<file path="src/rtl/mmvfsg_pkg.sv">
// mmvfsg_pkg: shared definitions for the mmvfsg_seq signal-generator sequencer.
//   - program table entry layout {mode[15:12], freq[11:8], dwell[7:0]}
//   - signal-generator mode constants
//   - sequencer state encoding (plain localparams so that legacy tools can consume it)
package mmvfsg_pkg;

  // Entry field widths and bit offsets inside the 16-bit table word.
  localparam int unsigned EntryW   = 16;
  localparam int unsigned ModeW    = 4;
  localparam int unsigned FreqW    = 4;
  localparam int unsigned DwellW   = 8;
  localparam int unsigned ModeLsb  = 12;
  localparam int unsigned FreqLsb  = 8;
  localparam int unsigned DwellLsb = 0;

  typedef struct packed {
    logic [ModeW-1:0]  mode;
    logic [FreqW-1:0]  freq;
    logic [DwellW-1:0] dwell;
  } entry_t;

  // Signal-generator mode codes.
  localparam logic [ModeW-1:0] MODE_OFF    = 4'd0;
  localparam logic [ModeW-1:0] MODE_RAMP   = 4'd1;
  localparam logic [ModeW-1:0] MODE_SAW    = 4'd2;
  localparam logic [ModeW-1:0] MODE_SQUARE = 4'd4;

  // Sequencer states.
  typedef logic [1:0] state_t;
  localparam state_t StIdle = 2'd0;
  localparam state_t StRun  = 2'd1;
  localparam state_t StDone = 2'd2;

  // Split a raw table word into its fields.
  function automatic entry_t unpack_entry(logic [EntryW-1:0] raw);
    entry_t e;
    e.mode  = raw[ModeLsb  +: ModeW];
    e.freq  = raw[FreqLsb  +: FreqW];
    e.dwell = raw[DwellLsb +: DwellW];
    return e;
  endfunction

endpackage

</file>
<file path="src/rtl/mmvfsg_seq_if.sv">
// mmvfsg_seq_if: table-write, control and generator-drive signals of mmvfsg_seq.
//   master : table writer / controller (drives wr_*, start, stop)
//   slave  : the sequencer (drives mode_out, freq_out, busy, step_idx, done)
// Parameter DEPTH must match the sequencer's DEPTH (sets wr_addr/step_idx width).
interface mmvfsg_seq_if #(
  parameter int unsigned DEPTH = 8
) ();
  localparam int unsigned AW = $clog2(DEPTH);

  logic          wr_en;
  logic [AW-1:0] wr_addr;
  logic [15:0]   wr_data;
  logic          start;
  logic          stop;
  logic [3:0]    mode_out;
  logic [3:0]    freq_out;
  logic          busy;
  logic [AW-1:0] step_idx;
  logic          done;

  modport master (
    output wr_en, wr_addr, wr_data, start, stop,
    input  mode_out, freq_out, busy, step_idx, done
  );

  modport slave (
    input  wr_en, wr_addr, wr_data, start, stop,
    output mode_out, freq_out, busy, step_idx, done
  );

endinterface

</file>
<file path="src/rtl/mmvfsg_tick.sv">
// mmvfsg_tick: prescaler producing one tick every PRESCALE enabled clk cycles.
//   clk    : clock
//   rst    : synchronous active-high reset (counter to 0)
//   clr_i  : synchronous clear, counter to 0, suppresses the tick
//   en_i   : count enable
//   tick_o : high in the cycle where the counter sits at PRESCALE-1
// The counter runs 0..PRESCALE-1 and returns to 0; it never wraps past that.
module mmvfsg_tick #(
  parameter int unsigned PRESCALE = 10000
) (
  input  logic clk,
  input  logic rst,
  input  logic clr_i,
  input  logic en_i,
  output logic tick_o
);

  localparam int unsigned CW = (PRESCALE > 1) ? $clog2(PRESCALE) : 1;
  localparam logic [CW-1:0] Last = CW'(PRESCALE - 1);

  logic [CW-1:0] cnt_q, cnt_d;

  assign tick_o = en_i & ~clr_i & (cnt_q == Last);

  always_comb begin
    cnt_d = cnt_q;
    if (clr_i) begin
      cnt_d = '0;
    end else if (en_i) begin
      cnt_d = (cnt_q == Last) ? '0 : cnt_q + 1'b1;
    end
  end

  always_ff @(posedge clk) begin
    if (rst) begin
      cnt_q <= '0;
    end else begin
      cnt_q <= cnt_d;
    end
  end

endmodule

</file>
<file path="src/rtl/mmvfsg_seq.sv">
// mmvfsg_seq: programmable step sequencer driving a signal generator's mode/freq inputs.
// A DEPTH-entry register table holds {mode, freq, dwell}. On start the entries are played
// from index 0, each held for dwell*PRESCALE clk cycles; a dwell of 0 marks program end.
// Ports:
//   clk  : clock
//   rst  : synchronous active-high reset (state, outputs, counters and table cleared)
//   bus  : mmvfsg_seq_if.slave
//          wr_en/wr_addr/wr_data : table write, takes effect next edge in any state
//          start/stop            : begin at entry 0 / abort (stop wins)
//          mode_out/freq_out     : active entry fields, 0 when not running
//          busy/step_idx/done    : running flag, active index, one-cycle end pulse
// Build option: define MMVFSG_SEQ_LOOP_EN to replay from entry 0 at program end instead of
// stopping; done then pulses once per wrap while busy stays high.
module mmvfsg_seq
  import mmvfsg_pkg::*;
#(
  parameter int unsigned DEPTH    = 8,
  parameter int unsigned PRESCALE = 10000
) (
  input  logic         clk,
  input  logic         rst,
  mmvfsg_seq_if.slave  bus
);

  localparam int unsigned AW = $clog2(DEPTH);
  localparam logic [AW-1:0] LastIdx = AW'(DEPTH - 1);

  // Program table.
  entry_t tbl_q [DEPTH];

  always_ff @(posedge clk) begin
    if (rst) begin
      for (int i = 0; i < DEPTH; i++) begin
        tbl_q[i] <= '0;
      end
    end else if (bus.wr_en) begin
      tbl_q[bus.wr_addr] <= unpack_entry(bus.wr_data);
    end
  end

  // Sequencer state and registered outputs. Outputs are copies taken at load time, so a
  // table write to the active entry only shows on its next load.
  state_t            state_q, state_d;
  logic [ModeW-1:0]  mode_q, mode_d;
  logic [FreqW-1:0]  freq_q, freq_d;
  logic              busy_q, busy_d;
  logic [AW-1:0]     idx_q, idx_d;
  logic [DwellW-1:0] dwell_q, dwell_d;
  logic              done_q, done_d;

  logic    tick;
  logic    tick_clr;
  logic    load_en;
  logic    end_en;
  logic [AW-1:0] load_idx;
  logic [AW-1:0] next_idx;
  entry_t  e0;
  entry_t  nxt;
  entry_t  ld;

  // Prescaler only runs in RUN; it is held at 0 elsewhere so every load starts a fresh
  // dwell period. Within RUN it rolls over to 0 exactly on the expiring tick.
  assign tick_clr = (state_q != StRun) | bus.stop;

  mmvfsg_tick #(
    .PRESCALE(PRESCALE)
  ) u_tick (
    .clk    (clk),
    .rst    (rst),
    .clr_i  (tick_clr),
    .en_i   (state_q == StRun),
    .tick_o (tick)
  );

  assign next_idx = idx_q + 1'b1;
  assign e0       = tbl_q[0];
  assign nxt      = tbl_q[next_idx];

  always_comb begin
    state_d  = state_q;
    mode_d   = mode_q;
    freq_d   = freq_q;
    busy_d   = busy_q;
    idx_d    = idx_q;
    dwell_d  = dwell_q;
    done_d   = 1'b0;
    load_en  = 1'b0;
    end_en   = 1'b0;
    load_idx = '0;

    unique case (state_q)
      StIdle: begin
        if (bus.start) begin
          // An empty entry 0 ends immediately without ever raising busy.
          if (e0.dwell == '0) begin
            end_en = 1'b1;
          end else begin
            load_en = 1'b1;
          end
        end
      end
      StRun: begin
        if (tick) begin
          if (dwell_q > 8'd1) begin
            dwell_d = dwell_q - 8'd1;
          end else if ((idx_q == LastIdx) || (nxt.dwell == '0)) begin
`ifdef MMVFSG_SEQ_LOOP_EN
            done_d = 1'b1;
            if (e0.dwell != '0) begin
              load_en = 1'b1;
            end else begin
              end_en = 1'b1;
            end
`else
            end_en = 1'b1;
`endif
          end else begin
            load_en  = 1'b1;
            load_idx = next_idx;
          end
        end
      end
      StDone: begin
        state_d = StIdle;
      end
      default: begin
        state_d = StIdle;
      end
    endcase

    ld = tbl_q[load_idx];
    if (load_en) begin
      state_d = StRun;
      mode_d  = ld.mode;
      freq_d  = ld.freq;
      busy_d  = 1'b1;
      idx_d   = load_idx;
      dwell_d = ld.dwell;
    end

    if (end_en) begin
      state_d = StDone;
      done_d  = 1'b1;
      busy_d  = 1'b0;
      mode_d  = MODE_OFF;
      freq_d  = '0;
      idx_d   = '0;
      dwell_d = '0;
    end

    // Abort overrides everything, including a same-cycle start or program end.
    if (bus.stop) begin
      state_d = StIdle;
      done_d  = 1'b0;
      busy_d  = 1'b0;
      mode_d  = MODE_OFF;
      freq_d  = '0;
      idx_d   = '0;
      dwell_d = '0;
    end
  end

  always_ff @(posedge clk) begin
    if (rst) begin
      state_q <= StIdle;
      mode_q  <= MODE_OFF;
      freq_q  <= '0;
      busy_q  <= 1'b0;
      idx_q   <= '0;
      dwell_q <= '0;
      done_q  <= 1'b0;
    end else begin
      state_q <= state_d;
      mode_q  <= mode_d;
      freq_q  <= freq_d;
      busy_q  <= busy_d;
      idx_q   <= idx_d;
      dwell_q <= dwell_d;
      done_q  <= done_d;
    end
  end

  assign bus.mode_out = mode_q;
  assign bus.freq_out = freq_q;
  assign bus.busy     = busy_q;
  assign bus.step_idx = idx_q;
  assign bus.done     = done_q;

endmodule
</file>
<file path="src/flat_wrapper.sv">
// flat-port wrapper written by rule: the top's interface ports become plain ports
module mmvfsg_seq_flat import mmvfsg_pkg::*;
#(
  parameter int unsigned DEPTH    = 8,
  parameter int unsigned PRESCALE = 10000
)
  (clk, rst, bus_wr_en, bus_wr_addr, bus_wr_data, bus_start, bus_stop, bus_mode_out, bus_freq_out, bus_busy, bus_step_idx, bus_done);
  mmvfsg_seq_if #(.DEPTH(DEPTH)) bus_i ();
  input  logic clk;
  input  logic rst;
  input wire logic [$bits(bus_i.wr_en)-1:0] bus_wr_en;
  input wire logic [$bits(bus_i.wr_addr)-1:0] bus_wr_addr;
  input wire logic [$bits(bus_i.wr_data)-1:0] bus_wr_data;
  input wire logic [$bits(bus_i.start)-1:0] bus_start;
  input wire logic [$bits(bus_i.stop)-1:0] bus_stop;
  output wire logic [$bits(bus_i.mode_out)-1:0] bus_mode_out;
  output wire logic [$bits(bus_i.freq_out)-1:0] bus_freq_out;
  output wire logic [$bits(bus_i.busy)-1:0] bus_busy;
  output wire logic [$bits(bus_i.step_idx)-1:0] bus_step_idx;
  output wire logic [$bits(bus_i.done)-1:0] bus_done;
  assign bus_i.wr_en = bus_wr_en;
  assign bus_i.wr_addr = bus_wr_addr;
  assign bus_i.wr_data = bus_wr_data;
  assign bus_i.start = bus_start;
  assign bus_i.stop = bus_stop;
  assign bus_mode_out = bus_i.mode_out;
  assign bus_freq_out = bus_i.freq_out;
  assign bus_busy = bus_i.busy;
  assign bus_step_idx = bus_i.step_idx;
  assign bus_done = bus_i.done;
  mmvfsg_seq #(.DEPTH(DEPTH), .PRESCALE(PRESCALE)) u_core (.clk(clk), .rst(rst), .bus(bus_i));
endmodule
</file>
<file path="config.mk">
export PLATFORM = sky130hd
export DESIGN_NAME = mmvfsg_seq_flat
export DESIGN_NICKNAME = d
export VERILOG_FILES = /design/src/rtl/mmvfsg_pkg.sv /design/src/rtl/mmvfsg_seq_if.sv /design/src/rtl/mmvfsg_tick.sv /design/src/rtl/mmvfsg_seq.sv /design/src/flat_wrapper.sv
export SDC_FILE = /design/constraint.sdc
export NUM_CORES = 1
export LEC_CHECK = 0
export CAP_MARGIN = 25
export CORE_ASPECT_RATIO = 1.1
export CORE_MARGIN = 2
export CORE_UTILIZATION = 43
export DETAILED_ROUTE_END_ITERATION = 16
export GPL_ROUTABILITY_DRIVEN = 0
export PLACE_DENSITY = 0.56
export SLEW_MARGIN = 5
export SYNTH_ARGS = -nofsm -noshare
export SYNTH_HDL_FRONTEND = slang
export SYNTH_HIERARCHICAL = 1
export SYNTH_SLANG_ARGS = --single-unit
</file>
<file path="constraint.sdc">
create_clock -name clk -period 4.82 [get_ports clk]
set_input_delay 0.964 -clock clk [delete_from_list [all_inputs] [get_ports clk]]
set_output_delay 0.964 -clock clk [all_outputs]
set_load 0.05 [all_outputs]
</file>
Word level (Yosys, flattened, before mapping)
Memory sizes are Yosys's and may differ from the RTL's.
Cells that the tools add are included.
Storage, ports and cells
  register bits: 37
  memory bits (writable): 128
  input port bits: 24
  logic and storage cells: 70
  memories: 1
Cells by class
  add/subtract/negate cells: 3
  order comparisons: 1
  equality and inequality tests: 6
  multiplexer cells: 33
  bitwise operators: 4
  reduce and logical (&&, ||, !) cells: 13
Memories
  u_core.tbl_q: words 8, bits a word 16, rd ports 3, clocked after memory_dff 0, wr ports 8, RTL line mmvfsg_seq.sv:29  | entry_t tbl_q [DEPTH];
Operators by type and width (number)
  8-bit two-way mux: 4
  1-bit two-way mux: 17
  8-bit logical NOT: 2
  16-bit two-way mux: 1
  16-bit OR reduction: 1
  3-bit two-way mux: 5
  14-bit by 1-bit adder with 14-bit output (second input constant): 1
  14-bit == test (second input constant): 1
  14-bit two-way mux: 1
  8-bit by 1-bit > comparator with 1-bit output (second input constant): 1
  8-bit by 1-bit subtractor with 8-bit output (second input constant): 1
  2-bit two-way mux: 3
  2-bit nonzero test: 3
  2-bit OR reduction: 3
  2-bit by 1-bit != test with 1-bit output (second input constant): 2
  1-bit one-hot mux with 2 select lines: 2
  3-bit by 1-bit adder with 3-bit output (second input constant): 1
  3-bit == test (second input constant): 1
  3-bit by 1-bit != test with 1-bit output (second input constant): 1
  3-bit AND reduction: 1
  3-bit OR reduction: 1
  1-bit AND: 2
  2-bit by 1-bit == test with 1-bit output (second input constant): 1
  2-bit logical NOT: 1
  other kinds (3): 3

Depth between registers and ports, before layout
An unclocked memory read counts as a cell.
  depth in word-level cells: 10
  depth in mapped cells: 16
  mapped depth without buffers: 12

Cells and area by module
The synthesis kept the hierarchy.
Modules (own cells, without submodules)
  mmvfsg_seq: instances 1, cells each 603, area an instance 7262.0 µm²
  mmvfsg_tick: instances 1, cells each 78, area an instance 710.7 µm²

Worst setup path after synthesis
OpenSTA, ideal clock, no wires.
  path type: register -> register
  start point: register u_core.state_q[0]
  end point: register u_core.freq_q[0] (netlist: u_core/bus.freq_out[0])
  library setup time: 0.115 ns
  data arrival time: 3.839 ns
  path slack: 0.866 ns
  stages on the path, launching flop included: 16
  path buffers: 3
  cell sequence: dfxtp_1 > nor2b_1 > buf_4 > nand4_4 > or4_4 > nor4_1 > or4bb_1 > nor4_4 > buf_4 > nand4_1 > a21oi_2 > buf_4 > mux2_1 > o22ai_1 > nor2_1 > and3_1
On the way
  cells in the longest elaborated chain, start to end: 8
Ends and longest elaborated chain
  start, declared: RTL line mmvfsg_seq.sv:43  | state_t state_q, state_d;
  start signal, assigned: RTL line mmvfsg_seq.sv:165  | state_q <= StIdle;
  start signal, assigned: RTL line mmvfsg_seq.sv:173  | state_q <= state_d;
  2-bit by 1-bit != test with 1-bit output: RTL line mmvfsg_seq.sv:63  | assign tick_clr = (state_q != StRun) | bus.stop;
  1-bit bitwise OR: RTL line mmvfsg_seq.sv:63
  1-bit inverter: RTL line mmvfsg_tick.sv:23  | assign tick_o = en_i & ~clr_i & (cnt_q == Last);
  1-bit AND (*) (2 in a row): RTL line mmvfsg_tick.sv:23
  named net u_core.tick: RTL line mmvfsg_seq.sv:51  | logic tick;
  3-bit two-way mux or 1-bit two-way mux (tied branches): RTL line mmvfsg_seq.sv:103  | if (tick) begin
  3-bit two-way mux or 1-bit one-hot mux with 2 select lines (tied branches): RTL line mmvfsg_seq.sv:91  | unique case (state_q)
  memory 8 x 16 bit or 3-bit OR reduction (tied branches)
  end signal, assigned: RTL line mmvfsg_seq.sv:175  | freq_q <= freq_d;
  end, declared: RTL line mmvfsg_seq.sv:45  | logic [FreqW-1:0] freq_q, freq_d;
The timed path passes the listed nets; every way through them passes the cells marked *.
A chain may end at the register's enable or synchronous reset.

Final worst setup path
Same ends and word-level chain as after synthesis.

==> results.json <==
{
  "clock-sinks": 165,
  "initial_core_util_pct": 43.6,
  "die_height_um": 147,
  "tns_ns": 0,
  "syn-num-nets": 711,
  "hold_buffers": 0,
  "clk_pin_slew_ns": 0.06,
  "powerDensity_nw_per_um2": 345,
  "final_util_pct": 50.4,
  "critPathArrivalTime_ns": 4.64,
  "mostFrequentLayoutCells": "and2_1 (130), edfxtp_1 (128), nor2_1 (58), dfxtp_1 (37), clkdlybuf4s50_1 (36)",
  "startpoint_type": "flop",
  "finalCriticalPeriod_ns": 4.32,
  "fin_skew_ns": 0.00852,
  "dp_slack_ns": 0.313,
  "dpl.cell_count": 950,
  "finalPower_mw": 3.18,
  "outcome": "finished, final reports clean",
  "insertion_delay_ns": 0.43,
  "worstReg2RegStart": "u_core/state_q[0]",
  "crit_type": "reg -> reg",
  "ctsResizeCount": 0,
  "finalHoldViolCount": 0,
  "slew_viol_final": 0,
  "fin_cells": 982,
  "maxCapViolCount": 0,
  "crit_start": "u_core/state_q[0]",
  "ctsHtreeMaxLevel": 4,
  "cts_buffer_depth": 2,
  "yosys_warnings": 6,
  "grt_pass1_wl_um": 32800,
  "hold_class": "reg -> reg",
  "drc": 0,
  "slew_headroom_pct": 33.4,
  "cts_buffers": 17,
  "max_freq_mhz": 231,
  "finalWorstSetupSlack_ns": 0.499,
  "async_flop_share_pct": 0,
  "fill_cells": 1659,
  "ys_seq_area_share_pct": 57.5,
  "track_usage_pct": 22.6,
  "nets": 756,
  "post-route-period-util_pct": 89.6,
  "cts_tree": "built",
  "post-cts-setup-buffers": 0,
  "syn_to_final_growth_pct": 15.6,
  "insertedDiodeCount": 0,
  "antenna_found_initial": 0,
  "synth-main-ff-cell": "edfxtp_1",
  "rrSetupSlack_ns": 0.50,
  "endpoint_kind": "flop",
  "first_global_vias": 5609,
  "ant_nets": 0,
  "die_w_um": 134,
  "dp_hpwl_um": 14700,
  "p_leak_nw": 3.11,
  "drt_iter0_drc": 580,
  "crit_end": "u_core/bus.freq_out[0]",
  "grt_max_degree": 25,
  "synth_edf_count": 128,
  "first_pass_iters": 5,
  "rsz0062_at_grt": "false",
  "drt_wl_total_um": 21400,
  "yosys_register_bits": 165,
  "crit_fanout": 24,
  "io_buffers": 36,
  "netlist_area_um2": 7970,
  "clockRootBuffer": "clkbuf_16",
  "via_per_inst": 5.59,
  "rr_endpoint": "u_core/bus.freq_out[0]",
  "finalSetupViolCount": 0,
  "layout_commonest_cell": "and2_1",
  "core_um2": 18300,
  "num_vias": 5485,
  "syn_area_per_cell_um2": 11.7,
  "yosysUniqueCellTypes": 67,
  "overflow": 0,
  "reg2reg_depth": 14,
  "drive_gt1_share_pct": 11.5,
  "rows": 52,
  "multiInputGateArea_um2": 3180,
  "crit_required_ns": 5.14,
  "synth_cells": 681,
  "ir_drop_uv": 279,
  "num_io_pins": 37,
  "dieArea_um2": 19600,
  "final-seq-area_um2": 4580,
  "wire_per_inst_um": 21.8,
  "tightest_slew_ns": 0.996
}
worst max-delay path: stages, from the launching register on:
cell,delay (ns)
dfxtp_1,0.35
nor2b_1,0.41
nand4_4,0.16
or4_4,0.48
nor4_1,0.27
or4bb_1,0.57
nor4_4,0.28
buf_4,0.21
nand4_1,0.16
a21oi_4,0.21
buf_4,0.34
mux2_1,0.37
o22ai_1,0.16
nor2_1,0.05
and3_1,0.16
report_power, final:
group / internal, mW / switching, mW / leakage, nW
combinational: 0.0713 / 0.122 / 1.31
clock: 0.765 / 0.578 / 0.276
sequential: 1.61 / 0.0394 / 1.53
total: 2.44 / 0.739 / 3.11
through the flow:
| stage | area [µm²] | hold slack, ns |
|---|---|---|
| 5_1_grt | 9220 | 0.506 |
| 2_1_floorplan | 7970 | 0.476 |
| 4_1_cts | 9220 | 0.493 |
| 6_report | 9220 | 0.481 |
| 3_3_place_gp | 8640 | 0.453 |
| 3_5_place_dp | 8640 | 0.476 |
per-layer routing:
layer	part of all wire (%)	global-route usage, %
met3	4.3	3.73
met5	0	0
met2	52	40.2
met4	2.6	8.19
met1	41	27.6
worst min path at each step:
stage	cells past startpoint	start	end
finish	2	u_core/bus.busy	u_core/bus.busy
global route	2	u_core/bus.busy	u_core/bus.busy
CTS	2	u_core/bus.busy	u_core/bus.busy
detailed placement	2	u_core/bus.busy	u_core/bus.busy
global placement	2	u_core/bus.busy	u_core/bus.busy
floorplan	2	u_core/u_tick/cnt_q[13]	u_core/u_tick/cnt_q[13]
cell usage after synthesis, types with 2 or more instances:
cell type | number | area, µm²
nor2_1 | 58 | 218
a211o_1 | 2 | 17.5
mux4_2 | 2 | 45.0
nor4b_1 | 2 | 17.5
nand2b_1 | 3 | 18.8
xor2_1 | 6 | 52.6
or4_1 | 2 | 15.0
a21oi_1 | 9 | 45.0
clkbuf_1 | 19 | 71.3
o21ai_1 | 9 | 45.0
nor3_1 | 12 | 60.1
nand3_1 | 18 | 90.1
nor2b_1 | 10 | 62.6
a211oi_1 | 15 | 113
mux2_1 | 9 | 101
nand4_1 | 9 | 56.3
dfxtp_1 | 37 | 741
edfxtp_1 | 128 | 3840
xnor2_1 | 14 | 123
and2_1 | 130 | 813
nor3b_1 | 3 | 22.5
or4_4 | 2 | 22.5
o211ai_1 | 5 | 37.5
buf_4 | 8 | 60.1
inv_1 | 7 | 26.3
mux2i_1 | 21 | 210
nand2_1 | 20 | 75.1
a31oi_1 | 5 | 31.3
mux2_2 | 5 | 56.3
or2_2 | 9 | 56.3
nor4_1 | 20 | 125
and3_1 | 10 | 62.6
ha_1 | 6 | 75.1
or3_1 | 2 | 12.5
buf_6 | 4 | 45.0
o21ai_0 | 12 | 60.1
o21bai_1 | 4 | 30.0
o22ai_1 | 15 | 93.8
sequential cells by signal, indices dropped and copies added, names as in the netlist:
name                 cells
u_core/bus.busy          1
u_core/bus.step_idx      3
u_core/bus.mode_out      4
u_core/dwell_q           8
u_core/bus.freq_out      4
u_core/bus.done          1
u_core/tbl_q           128
u_core/state_q           2
u_core/u_tick/cnt_q     14
kinds of logic (layout without fill, tap and decap cells):
group                    count (synthesis)  in the layout  share of synthesized area [%]
AO/OA/AOI/OAI                           93             93                           8.36
XOR/XNOR                                20             20                           2.20
adder cells (fa/ha/maj)                  6              6                          0.942
buffers and inverters                   41             99                           2.84
flip-flops                             165            165                           57.5
multiplexers                            37             37                           5.18
AND/OR/NAND/NOR                        319            319                           23.0
layout make-up:
class | instances | area share, %
sequential | 165 | 49.7
inverter | 7 | 0.285
multi-input combinational | 475 | 34.5
tap | 243 | 3.30
clock inverter | 15 | 1.68
clock buffer | 17 | 4.62
timing repair buffer | 60 | 5.86
Note: power is estimated with default switching activity, not from simulation.
